===== src/rtl/jtoutrun_obj_rom.sv =====
// jtoutrun_obj_rom: single-slot SDRAM read client with a tagged word latch for the object ROM
// Optional JTOUTRUN_OBJ_PREF_EN adds a second entry filled by a next-word prefetch
module jtoutrun_obj_rom #(
  parameter int AW = 20,
  parameter logic [21:0] OFFSET = 22'h00_0000
) (
  input  logic          clk,
  input  logic          rst,
  input  logic          obj_cs,
  input  logic [AW-1:0] obj_addr,
  input  logic          obj_clr,
  output logic [15:0]   obj_data,
  output logic          obj_ok,
  output logic [21:0]   sdram_addr,
  output logic          sdram_req,
  input  logic          sdram_ack,
  input  logic          data_dst,
  input  logic          data_rdy,
  input  logic [15:0]   data_read
);
  typedef enum logic [1:0] {IDLE, WAIT_ACK, WAIT_DATA} state_t;
  state_t state, state_nxt;
  logic launch, done, recv, clr_pend;
  logic [AW-1:0] fetch_addr;
  assign recv = state == WAIT_DATA && data_dst;
  always_ff @(posedge clk or posedge rst)
    if (rst) state <= IDLE;
    else state <= state_nxt;
`ifdef JTOUTRUN_OBJ_PREF_EN
  logic [AW-1:0] tag [2];
  logic [15:0] ent [2];
  logic [1:0] valid, hit;
  logic tgt, last, pf, pref;
  logic [AW-1:0] pref_addr;
  assign hit[0] = valid[0] && tag[0] == obj_addr;
  assign hit[1] = valid[1] && tag[1] == obj_addr;
  assign obj_ok = obj_cs && |hit;
  assign obj_data = hit[1] ? ent[1] : ent[0];
  assign pref_addr = fetch_addr + AW'(1);
  always_comb begin
    state_nxt = state;
    launch = 1'b0;
    done = 1'b0;
    pref = 1'b0;
    case (state)
      IDLE: if (obj_cs && !(|hit)) begin
        launch = 1'b1;
        state_nxt = WAIT_ACK;
      end
      WAIT_ACK: if (sdram_ack) state_nxt = WAIT_DATA;
      WAIT_DATA: if (data_rdy) begin
        done = 1'b1;
        pref = !pf && obj_cs;
        state_nxt = pref ? WAIT_ACK : IDLE;
      end
      default: state_nxt = IDLE;
    endcase
  end
  // demand fills replace the least recently used entry; prefetches go to the other one
  always_ff @(posedge clk or posedge rst)
    if (rst) begin
      sdram_req <= 1'b0;
      sdram_addr <= '0;
      fetch_addr <= '0;
      tag[0] <= '0;
      tag[1] <= '0;
      ent[0] <= '0;
      ent[1] <= '0;
      valid <= '0;
      tgt <= 1'b0;
      last <= 1'b0;
      pf <= 1'b0;
      clr_pend <= 1'b0;
    end else begin
      if (launch || pref) begin
        sdram_req <= 1'b1;
        sdram_addr <= OFFSET + 22'(launch ? obj_addr : pref_addr);
        fetch_addr <= launch ? obj_addr : pref_addr;
        tgt <= launch ? ~last : ~tgt;
        pf <= pref;
        clr_pend <= 1'b0;
      end else if (state != IDLE && obj_clr) clr_pend <= 1'b1;
      if (state == WAIT_ACK && sdram_ack) sdram_req <= 1'b0;
      if (recv) ent[tgt] <= data_read;
      if (done) tag[tgt] <= fetch_addr;
      if (state == IDLE && obj_ok) last <= hit[1];
      if (done && !pf) last <= tgt;
      if (launch) valid[~last] <= 1'b0;
      if (pref) valid[~tgt] <= 1'b0;
      if (done) valid[tgt] <= !clr_pend;
      if (obj_clr) valid <= 2'b00;
    end
`else
  logic [AW-1:0] tag;
  logic valid, hit;
  assign hit = valid && tag == obj_addr;
  assign obj_ok = obj_cs && hit;
  always_comb begin
    state_nxt = state;
    launch = 1'b0;
    done = 1'b0;
    case (state)
      IDLE: if (obj_cs && !hit) begin
        launch = 1'b1;
        state_nxt = WAIT_ACK;
      end
      WAIT_ACK: if (sdram_ack) state_nxt = WAIT_DATA;
      WAIT_DATA: if (data_rdy) begin
        done = 1'b1;
        state_nxt = IDLE;
      end
      default: state_nxt = IDLE;
    endcase
  end
  // the entry is invalidated at launch so obj_data can change under a stale tag safely
  always_ff @(posedge clk or posedge rst)
    if (rst) begin
      sdram_req <= 1'b0;
      sdram_addr <= '0;
      fetch_addr <= '0;
      obj_data <= '0;
      tag <= '0;
      valid <= 1'b0;
      clr_pend <= 1'b0;
    end else begin
      if (launch) begin
        sdram_req <= 1'b1;
        sdram_addr <= OFFSET + 22'(obj_addr);
        fetch_addr <= obj_addr;
        clr_pend <= 1'b0;
      end else if (state != IDLE && obj_clr) clr_pend <= 1'b1;
      if (state == WAIT_ACK && sdram_ack) sdram_req <= 1'b0;
      if (recv) obj_data <= data_read;
      if (done) tag <= fetch_addr;
      valid <= obj_clr ? 1'b0 : done ? !clr_pend : launch ? 1'b0 : valid;
    end
`endif
endmodule

===== config.mk =====
export PLATFORM = sky130hd
export DESIGN_NAME = jtoutrun_obj_rom
export DESIGN_NICKNAME = d
export VERILOG_FILES = /design/src/rtl/jtoutrun_obj_rom.sv
export SDC_FILE = /design/constraint.sdc
export NUM_CORES = 1
export LEC_CHECK = 0
export CORE_MARGIN = 2
export CORE_UTILIZATION = 48
export CTS_BUF_LIST = sky130_fd_sc_hd__clkbuf_8
export DETAILED_ROUTE_END_ITERATION = 8
export GPL_TIMING_DRIVEN = 1
export PLACE_DENSITY = 0.87
export SYNTH_ARGS = -nofsm -noshare
export SYNTH_HDL_FRONTEND = slang
export SYNTH_SLANG_ARGS = --single-unit
export TNS_END_PERCENT = 30

===== constraint.sdc =====
create_clock -name clk -period 2.5 [get_ports clk]
set_input_delay 0.75 -clock clk [delete_from_list [all_inputs] [get_ports clk]]
set_output_delay 0.75 -clock clk [all_outputs]
set_load 0.005 [all_outputs]

# --- Word level (Yosys, flattened, before mapping) ---
# Index checks and enable logic that the tools add are counted.
totals:
  out_inout_bits: 40
  word_cells: 42
  ff_bits: 61
  in_bits: 43
classes:
  eq_ne: 6
  reduce_logical: 14
  muxes: 15
op_table:
  columns: ["op", "count"]
  rows:
  - ["equality test 20 bit", 1]
  - ["two-way mux 1 bit", 11]
  - ["logical AND 1 bit", 6]
  - ["two-way mux 2 bit", 3]
  - ["!= test 2 bit, second input constant", 3]
  - ["one-hot mux 2 bit (3 select lines)", 1]
  - ["nonzero test 2 bit", 3]
  - ["AND reduction 3 bit", 1]
  - ["nonzero test 3 bit", 1]
  - ["equality test 2 x 1 -> 1 bit, second input constant", 1]
  - ["equality test 2 bit, second input constant", 1]
  - ["logical NOT 1 bit", 2]
  - ["logical NOT 2 bit", 1]

# --- Longest topological paths before layout ---
# Gate-level depths: netlist of run 1.
logic_depth:
  word_depth: 9
  ltp_mapped: 6
  depth_no_buf: 5

# --- Worst setup path before layout of run 1 ---
# No wires, ideal clock.
synth_path:
  path_kind: "in2out"
  start: "in obj_addr[13]"
  end: "out obj_ok"
  cell_stages: 4
  required_time_ns: 1.750
  path_buffers: 0
  path_slack_ns: 0.264
  t_arrival_ns: 1.486
  cell_sequence: "xnor2_1 -> nand4_1 -> nor4_2 -> and3_1"
synth_between:
  elab_chain_cells: 3
synth_rtl:
  columns: ["element", "line", "text"]
  rows:
  - ["start, declared", "10", "input logic [AW-1:0] obj_addr,"]
  - ["equality test 20 bit", "96", "assign hit = valid && tag == obj_addr;"]
  - ["logical AND 1 bit", "96", null]
  - ["logical AND 1 bit", "97", "assign obj_ok = obj_cs && hit;"]
  - ["end, declared", "13", "output logic obj_ok,"]
# No other way between the ends.

# --- Worst setup path after layout of run 1 ---
layout_path:
  start: "in obj_addr[10]"
  end: "out obj_ok"
# The elaborated chain is that of the path after synthesis.

==> metrics.md, run 1 <==
| Metric | Value |
|---|---|
| Cell chain of the critical path | `buf_6, xnor2_1, nand4_1, nor4_4, and3_1, buf_2` |
| Register area | `0.00153 mm2` |
| Final Max Tran Viols | `0` |
| Initial antenna violation count | `0` |
| Tmin final | `2570 ps` |
| Num ports | `83` |
| Final Hold Vio Count | `0` |
| Main flop type after synthesis | `dfrtp_1` |
| Hold WS | `504 ps` |
| Final Worst Setup Slack | `-67.2 ps` |
| Synth warnings | `0` |
| Die X | `77.6 um` |
| Critical Path Max Stage Delay | `300 ps` |
| Synth Instances | `171` |
| Critical Path Sink Type | `output pin` |
| Synth-to-Final Area Change | `47.0%` |
| Largest net degree at the start of global routing | `21` |
| Worst EP arrival | `1820 ps` |
| Maximum clock path buffer count | `2` |
| DR pass1 iterations | `4` |
| Top-count cell post-synth | `dfrtp_1` |
| Finished Cell Area | `0.00383 mm2` |
| Syn avg cell area | `15.2 um2` |
| Ys async rst share | `1.00` |
| Core ar. | `0.00517 mm2` |
| DIE AREA | `0.00603 mm2` |
| CTS Root Cell | `clkbuf_8` |
| Vias per cell | `4.88` |
| H-tree depth | `3` |
| Area of the multi-input gates | `0.00112 mm2` |
| Kind of critical path | `in -> out` |
| Worst-path clk slew | `60 ps` |
| Data required time of the worst path | `1750 ps` |
| Layout cells sized above 1 | `0.423` |
| IO Port Bufs | `80` |
| Tot GR Track Use | `0.198` |
| First-pass GRT wire length | `9.00 mm` |
| MaxCap Viol Count | `0` |
| Fin Setup TNS | `-67.2 ps` |
| Site Rows | `26` |
| Clock Latency Late Sink | `320 ps` |
| WL final | `5.61 mm` |
| Grt ovf | `0` |
| Drt drc | `0` |
| Status | `finished with violations` |
| Fillers | `333` |
| Die Y-Extent | `77.6 um` |
| Post-DRT Antenna Nets | `0` |
| CTS tree | `built` |
| Top-area cell type share of the netlist area | `0.587` |
| RSZ-0062 raised after global routing | `yes` |
| Worst Path Max Fanout | `2` |
| Yosys cell types | `26` |
| Placed insts | `326` |
| Worst setup SP type | `input pin` |
| Initial drt markers | `45` |
| Antenna diodes | `0` |
| PwrDens | `1170 mW/mm2` |
| Routability cong. | `0.713` |
| Synth Register Bits | `61` |
| Period utilisation layout | `1.03` |
| Clock buffer count from CTS | `9` |
| Failing checks | `setup timing` |
| Synth area leaders | `dfrtp_1 (59%), mux2_2 (17%), mux2_4 (9.2%)` |
| Fmax achieved | `390 MHz` |
| Hpwl dp | `3.91 mm` |
| Nets@finish | `312` |
| Sequential area share after synthesis | `0.587` |
| Clock skew | `5.40 ps` |
| Maximum VDD drop | `0.000724 V` |
| Most instantiated cells after synthesis | `dfrtp_1 (61), mux2_2 (40), mux2_4 (16), xnor2_1 (16), xor2_1 (4)` |
| Post-synth EDFFs | `0` |
| Leading area contributor after synthesis | `dfrtp_1` |
| Slowest CP cell | `nor4_4` |
| DP Area | `0.00357 mm2` |
| Cell Count, Final, Fillers Out | `342` |
| # clock sinks | `61` |
| Starting Density | `0.503` |
| Mapped cell area | `0.00260 mm2` |
| Setup-failing EPs final | `1` |
| Leak pwr | `0.00172 uW` |
| Final Power | `4480 uW` |
| DR WL/cell | `16.4 um` |
| Vias in the first global route | `1861` |
| Vias | `1669` |
| Hold WC Path Type | `reg -> reg` |
-- report_power, final --
group | internal, uW | switching, uW
registers | 1490 | 371
clock network | 395 | 338
logic | 1320 | 568
-- worst max-delay path, delay by kind of cell --
family | cells | cell delay [ps]
AND/OR/NAND/NOR | 3 | 690
XOR/XNOR | 1 | 170
buffers and inverters | 2 | 210
-- cell usage in the layout, fill, tap and decap left out, drive strengths merged, types with 3 or more instances in the layout --
cell	n
nand2	3
buf	31
clkdlybuf4s50	59
xor2	4
dfrtp	61
mux2	56
nand4	3
inv	3
xnor2	16
clkbuf	12
-- routing by layer --
metal  GRT usage  wire length [um]  vias up
li1            -                 -      791
met1       0.234              2320      825
met2       0.335              2990       46
met3      0.0570               211        7
met4      0.0875                91        0
met5           0                 0        -
-- cell families (layout without fill, tap and decap cells) --
kind of cell | count (synthesis) | count (layout) | synth area share
flops | 61 | 61 | 0.587
mux | 56 | 56 | 0.265
xor+xnor | 20 | 20 | 0.0673
simple gates | 17 | 17 | 0.0389
buf+inv | 9 | 109 | 0.0221
compound gates | 7 | 7 | 0.0183
other cells | 1 | 2 | 0.00144
-- sequential cells by signal, indices dropped and copies added, names as in the netlist --
| signal | flops |
|---|---|
| valid | 1 |
| tag | 20 |
| sdram_req | 1 |
| obj_data | 16 |
| fetch_addr | 20 |
| state | 2 |
| clr_pend | 1 |
-- cell type report --
type	instances	area share
clock inverters	3	0.00360
multi-input cells	102	0.292
flip-flops and latches	61	0.399
clock buffers	11	0.0396
inverters	2	0.00196
repair buffers	93	0.241
well taps	70	0.0229
-- repair_timing --
item / in CTS / in global routing
pin swaps: 24 / 16
endpoints found under the setup margin: 1 / 1
setup buffers: 1 / 1
cloned: 0 / 0
hold buffers: 0 / 0
resized for setup: 81 / 26
-- per-stage QoR --
step | worst slack, ps | utilization
5_1_grt | -176 | 0.740
6_report | -67.2 | 0.740
4_1_cts | -26.4 | 0.718
2_1_floorplan | 237 | -
3_3_place_gp | -779 | 0.691
3_5_place_dp | -806 | 0.691
-- final timing paths --
| kind | slack [ps] | end | cells after the start | start |
|---|---|---|---|---|
| hold reg to reg | 500 | obj_data[15] | 1 | obj_data[15] |
| hold / removal | 500 | obj_data[15] | 1 | obj_data[15] |
| setup / recovery | -70 | obj_ok | 6 | obj_addr[10] |
| max in group asynchronous | 1320 | obj_data[10] | 3 | rst |
| setup reg to reg | 400 | fetch_addr[1] | 9 | tag[2] |
| min in group asynchronous | 710 | obj_data[7] | 2 | rst |
Power figures use the tool's default switching activity.
==> run 2: changes to the inputs <==
--- a/config.mk
+++ b/config.mk
@@ -6,11 +6,10 @@
 export NUM_CORES = 1
 export LEC_CHECK = 0
 export CORE_MARGIN = 2
-export CORE_UTILIZATION = 48
-export CTS_BUF_LIST = sky130_fd_sc_hd__clkbuf_8
+export CORE_UTILIZATION = 41
 export DETAILED_ROUTE_END_ITERATION = 8
 export GPL_TIMING_DRIVEN = 1
-export PLACE_DENSITY = 0.87
+export PLACE_DENSITY = 0.79
 export SYNTH_ARGS = -nofsm -noshare
 export SYNTH_HDL_FRONTEND = slang
 export SYNTH_SLANG_ARGS = --single-unit
==> constraint.sdc (replaced) <==
create_clock -name clk -period 2.25 [get_ports clk]
set_input_delay 0.675 -clock clk [delete_from_list [all_inputs] [get_ports clk]]
set_output_delay 0.675 -clock clk [all_outputs]
set_load 0.005 [all_outputs]
==> metrics.md, run 2 (synthesis results as in run 1) <==
| Metric | Value |
|---|---|
| DR pass1 iterations | `2 (-2)` |
| Register area | `0.00153 mm2 (unchanged)` |
| Status | `finished with violations` |
| Hold WC Path Type | `reg -> reg` |
| Kind of critical path | `in -> out` |
| Clock buffer count from CTS | `9 (unchanged)` |
| Grt ovf | `0 (unchanged)` |
| Commonest non-fill, non-tap cell in the layout | `dfrtp_1` |
| IO Port Bufs | `80 (unchanged)` |
| Final Hold Vio Count | `0 (unchanged)` |
| Worst setup SP type | `input pin` |
| H-tree depth | `3 (unchanged)` |
| Critical Path Sink Type | `output pin` |
| Core ar. | `0.00624 mm2 (+21%)` |
| Cell chain of the critical path | `buf_6, xor2_1, nor4_2, and3_1, and3_1, buf_2` |
| Slowest CP cell | `nor4_2` |
| Final Power | `4990 uW (+11%)` |
| Vias | `1677 (+0.48%)` |
| Vias in the first global route | `1811 (-2.7%)` |
| MaxCap Viol Count | `0 (unchanged)` |
| Post-DRT Antenna Nets | `0 (unchanged)` |
| First-pass GRT wire length | `8.76 mm (-2.8%)` |
| Largest net degree at the start of global routing | `34 (+62%)` |
| Fillers | `515 (+55%)` |
| Cts-stage hold buffer count | `0 (unchanged)` |
| Final Worst Setup Slack | `-156 ps (-89.1 ps)` |
| Nets@finish | `307 (-1.6%)` |
| Num ports | `83 (unchanged)` |
| Site Rows | `29 (+12%)` |
| Area of the multi-input gates | `0.00110 mm2 (-1.9%)` |
| CP most frequent cell | `and3_1` |
| DIE AREA | `0.00700 mm2 (+16%)` |
| Vias per cell | `4.85 (-0.68%)` |
| Hpwl dp | `3.59 mm (-8.1%)` |
| Fin util | `0.597 (-0.142)` |
| Cell family with most CP delay | `simple AND/OR/NAND/NOR gates` |
| Die X | `83.7 um (+7.8%)` |
| Maximum VDD drop | `0.000626 V (-14%)` |
| Tmin final | `2410 ps` |
| # clock sinks | `61 (unchanged)` |
| WL final | `5.15 mm (-8.4%)` |
| Initial drt markers | `53 (+18%)` |
| Largest registers | `fetch_addr: 20 flops, tag: 20 flops, obj_data: 16 flops` |
| Leak pwr | `0.00164 uW (-4.6%)` |
| CTS Root Cell | `clkbuf_8` |
| RSZ-0062 raised after global routing | `yes` |
| Layout cells sized above 1 | `0.398 (-0.0250)` |
| Synth-to-Final Area Change | `43.2%` |
| Clock Latency Late Sink | `330 ps (about the same)` |
| PwrDens | `1340 mW/mm2 (+14%)` |
| Drt drc | `0 (unchanged)` |
| Period utilisation layout | `1.07` |
| Worst EP arrival | `1730 ps (-90 ps)` |
| Commonest non-fill, non-tap cells in the layout | `dfrtp_1 (61), clkdlybuf4s50_1 (59), mux2_2 (40), mux2_4 (16), buf_2 (13)` |
| Data required time of the worst path | `1570 ps (-180 ps)` |
| Maximum clock path buffer count | `2 (unchanged)` |
| Routability cong. | `0.683 (-4.2%)` |
| Worst slew margin | `0.619` |
| Initial antenna violation count | `0 (unchanged)` |
| Fmax achieved | `416 MHz` |
| Die Y-Extent | `83.7 um (+7.8%)` |
| Worst Path Max Fanout | `2 (unchanged)` |
| Critical Path Max Stage Delay | `310 ps (about the same)` |
| Final Max Tran Viols | `0 (unchanged)` |
| Failing checks | `setup timing` |
| CTS tree | `built` |
| DR WL/cell | `14.9 um (-9.4%)` |
| Worst-path clk slew | `60 ps (about the same)` |
| Tightest Pin Transition | `571 ps` |
| Antenna diodes | `0 (unchanged)` |
| Tot GR Track Use | `0.161 (-0.0369)` |
| Crit path buffers/inverters | `2 (unchanged)` |
| Starting Density | `0.417 (-0.0861)` |
| Setup-failing EPs final | `1 (unchanged)` |
| Hold WS | `474 ps (-29.4 ps)` |
| Clock skew | `10.3 ps (+4.90 ps)` |
run 2: cell types whose count changed in the layout (fill, tap and decap cells not counted), moves of 2 or more:
cell,previous run,this run
buf_12,3,1
buf_2,5,13
buf_4,10,6
buf_6,13,6
clkbuf_1,0,2
nor4_2,0,2
xnor2_1,6,10
xnor2_2,10,6
run 2: cell type report:
type,instances,area share
repair buffers,87,0.217
flip-flops and latches,61,0.410
well taps,77,0.0258
multi-input cells,103,0.294
inverters,2,0.00201
clock inverters,4,0.0128
clock buffers,12,0.0389
run 2: final timing paths:
check,start,endpoint,slack [ps],cells after the start
worst max-delay path,obj_addr[9],obj_ok,-160,6
worst min-delay path,clr_pend,valid,470,1
worst max register to register,tag[12],fetch_addr[18],310,6
worst min register to register,clr_pend,valid,470,1
max in group asynchronous,rst,fetch_addr[19],1190,3
min in group asynchronous,rst,state[1],730,3
run 2: power breakdown:
| group | leakage (uW) | switching (uW) | internal, uW |
|---|---|---|---|
| sequential | 0.000728 | 374 | 1650 |
| combinational | 0.000818 | 595 | 1420 |
| clock | 0.0000964 | 413 | 539 |
| total | 0.00164 | 1380 | 3610 |
run 2: per-stage QoR:
| stage | setup slack [ps] | TNS [ps] | area (um2) | std cells |
|---|---|---|---|---|
| global route | -260 | -260 | 3730 | 346 |
| global placement | -996 | -16510 | 3520 | 328 |
| detailed placement | -1020 | -17030 | 3520 | 328 |
| CTS | -156 | -156 | 3710 | 346 |
| floorplan | 62.0 | 0 | 2610 | 172 |
| finish | -156 | -156 | 3730 | 346 |
run 2: metal layers:
metal	up-vias	routed length (um)	global-route usage	share of wire
met4	0	76	0.0660	0.015
met3	9	277	0.0524	0.054
met1	836	2230	0.204	0.43
met2	46	2560	0.256	0.50
met5	-	0	0	0
li1	786	-	-	-
run 2: repair_timing:
item                                    in CTS  in global routing
gates cloned                                 1                  0
endpoints found under the setup margin      25                  1
endpoints found under the hold margin        0                  0
resized for setup                           91                  2
buffers inserted                             1                  0
pin swaps                                   26                  0
==> run 3: changes to the inputs <==
--- a/config.mk
+++ b/config.mk
@@ -6,10 +6,10 @@
 export NUM_CORES = 1
 export LEC_CHECK = 0
 export CORE_MARGIN = 2
-export CORE_UTILIZATION = 41
+export CORE_UTILIZATION = 46
 export DETAILED_ROUTE_END_ITERATION = 8
 export GPL_TIMING_DRIVEN = 1
-export PLACE_DENSITY = 0.79
+export PLACE_DENSITY = 0.84
 export SYNTH_ARGS = -nofsm -noshare
 export SYNTH_HDL_FRONTEND = slang
 export SYNTH_SLANG_ARGS = --single-unit
==> constraint.sdc (replaced) <==
create_clock -name clk -period 2.6 [get_ports clk]
set_input_delay 0.78 -clock clk [delete_from_list [all_inputs] [get_ports clk]]
set_output_delay 0.78 -clock clk [all_outputs]
set_load 0.005 [all_outputs]
==> metrics.md, run 3 (synthesis results as in run 1) <==
| Metric | Value |
|---|---|
| Tmin final | `2670 ps` |
| Slowest CP cell | `nor4_2` |
| Maximum clock path buffer count | `2 (unchanged)` |
| Hpwl dp | `3.66 mm (+2.0%)` |
| # clock sinks | `61 (unchanged)` |
| Reg power frac | `0.388 (-0.018)` |
| Cell family with most CP delay | `simple AND/OR/NAND/NOR gates` |
| Grt ovf | `0 (unchanged)` |
| First-pass GRT wire length | `8.63 mm (-1.5%)` |
| Num ports | `83 (unchanged)` |
| Worst slew margin | `0.663 (+0.0441)` |
| Clock buffer count from CTS | `9 (unchanged)` |
| Post-DRT Antenna Nets | `0 (unchanged)` |
| Tightest Pin Transition | `505 ps (-65.6 ps)` |
| Site Rows | `27 (-6.9%)` |
| Core ar. | `0.00547 mm2 (-12%)` |
| Period utilisation layout | `1.03` |
| Fin Setup TNS | `-70.5 ps (+85.9 ps)` |
| MaxCap Viol Count | `0 (unchanged)` |
| Worst Path Max Fanout | `2 (unchanged)` |
| Commonest non-fill, non-tap cells in the layout | `dfrtp_1 (61), clkdlybuf4s50_1 (59), mux2_2 (38), mux2_4 (18), buf_4 (13)` |
| H-tree depth | `3 (unchanged)` |
| Die Y-Extent | `79.2 um (-5.3%)` |
| Routability cong. | `0.714 (+4.6%)` |
| Kind of critical path | `in -> out` |
| Crit path buffers/inverters | `2 (unchanged)` |
| DR pass1 iterations | `4 (+2)` |
| Origin of the worst setup path | `obj_addr[4]` |
| Largest net degree at the start of global routing | `27 (-21%)` |
| Starting Density | `0.476 (+0.0585)` |
| CP most frequent cell | `and3_4` |
| Net Sw Frac | `0.270 (-0.00731)` |
| Tot GR Track Use | `0.184 (+0.0228)` |
| RSZ-0062 raised after global routing | `yes` |
| DIE AREA | `0.00628 mm2 (-10%)` |
| Clock power frac | `0.210 (+0.019)` |
| Hold WS | `485 ps (+10.9 ps)` |
| DR WL/cell | `15.6 um (+5.2%)` |
| Status | `finished with violations` |
| Initial drt markers | `67 (+26%)` |
| Fmax achieved | `374 MHz` |
| Final Worst Setup Slack | `-70.5 ps (+85.9 ps)` |
| Worst EP arrival | `1890 ps (+160 ps)` |
| Commonest non-fill, non-tap cell in the layout | `dfrtp_1` |
| Worst-path clk slew | `70 ps (about the same)` |
| Die X | `79.2 um (-5.3%)` |
| Final Hold Vio Count | `0 (unchanged)` |
| Largest registers | `fetch_addr: 20 flops, tag: 20 flops, obj_data: 16 flops` |
| Vias | `1693 (+0.95%)` |
| Nets@finish | `317 (+3.3%)` |
| Layout cells sized above 1 | `0.442 (+0.0447)` |
| Cts-stage hold buffer count | `0 (unchanged)` |
| CTS tree | `built` |
| Hold WC Path Type | `reg -> reg` |
| Data required time of the worst path | `1820 ps (+250 ps)` |
| Failing checks | `setup timing` |
| Drt drc | `0 (unchanged)` |
| PwrDens | `1170 mW/mm2 (-13%)` |
| Hold Path Origin | `clr_pend` |
| IO Port Bufs | `80 (unchanged)` |
| Combinational share of power | `0.402 (about the same)` |
| Worst setup SP type | `input pin` |
| Setup-failing EPs final | `1 (unchanged)` |
| Pre-CTS setup slack | `-833 ps (+184 ps)` |
| Vias per cell | `4.84 (-0.20%)` |
| CTS Root Cell | `clkbuf_8` |
| Maximum VDD drop | `0.000649 V (+3.7%)` |
| Critical Path Max Stage Delay | `340 ps (+30 ps)` |
| Psw | `1230 uW (-11%)` |
| Critical Path Sink Type | `output pin` |
| Antenna diodes | `0 (unchanged)` |
| Initial antenna violation count | `0 (unchanged)` |
| Int Pwr | `3340 uW (-7.4%)` |
| WL final | `5.48 mm (+6.4%)` |
| Clock skew | `8.38 ps (-1.92 ps)` |
| Final Max Tran Viols | `0 (unchanged)` |
| Reg2Reg Launch Point | `tag[2]` |
| Vias in the first global route | `1793 (-0.99%)` |
| Clock Latency Late Sink | `330 ps (about the same)` |
| Cell chain of the critical path | `buf_8, xor2_2, nor4_2, and3_4, and3_4, buf_6` |
| Leak pwr | `0.00174 uW (+6.1%)` |
| Synth-to-Final Area Change | `50.5%` |
==> run 3: cell types whose count changed in the layout (fill, tap and decap cells not counted), sizes merged <==
cell           change
bufinv             +1
clkdlybuf4s15      -1
clkbuf             +2
clkinv             -2
a21oi              -1
buf               +10
==> run 3: power by group through the flow <==
stage	Clock [uW]	Combinational [uW]	Sequential [uW]
floorplan	0	900	1730
global placement	0	1730	1730
detailed placement	0	1750	1770
CTS	981	1780	1760
global route	1040	1970	1840
finish	962	1840	1770
==> run 3: area by class of cell <==
class	instances	area, um2
clock buffer	12	165
clock inverter	3	67.6
fill	386	1560
inverter	2	7.51
multi-input combinational	102	1110
sequential	61	1530
tap	72	90.1
timing repair buffer	98	947
==> run 3: final timing paths <==
kind	to	slack, ps	cells past startpoint
min in group asynchronous	tag[2]	800	2
max reg2reg	fetch_addr[7]	160	13
max	obj_ok	-70	6
min	valid	490	1
max in group asynchronous	obj_data[2]	1230	3
min reg2reg	valid	490	1
==> run 3: metrics by stage <==
step                      instance area (um2)  utilization  power (uW)  instances
after CTS                                3810        0.697        4520        347
after detailed placement                 3560        0.650        3520        326
after global placement                   3560        0.650        3460        326
final                                    3920        0.716        4570        350
after floorplan                          2610            -        2630        172
after global routing                     3920        0.716        4840        350
==> run 3: timing repair <==
| item | CTS | global route |
|---|---|---|
| resized for setup | 84 | 23 |
| endpoints found under the setup margin | 1 | 5 |
| pin swaps | 24 | 14 |
| setup buffers | 6 | 2 |
| cloned | 0 | 1 |
| endpoints found under the hold margin | 0 | 0 |
==> run 3: layer usage <==
layer	vias to the layer above	GRT usage	part of all wire
li1	795	-	-
met1	834	0.237	0.44
met2	52	0.286	0.50
met3	12	0.0386	0.040
met4	0	0.109	0.027
met5	-	0	0
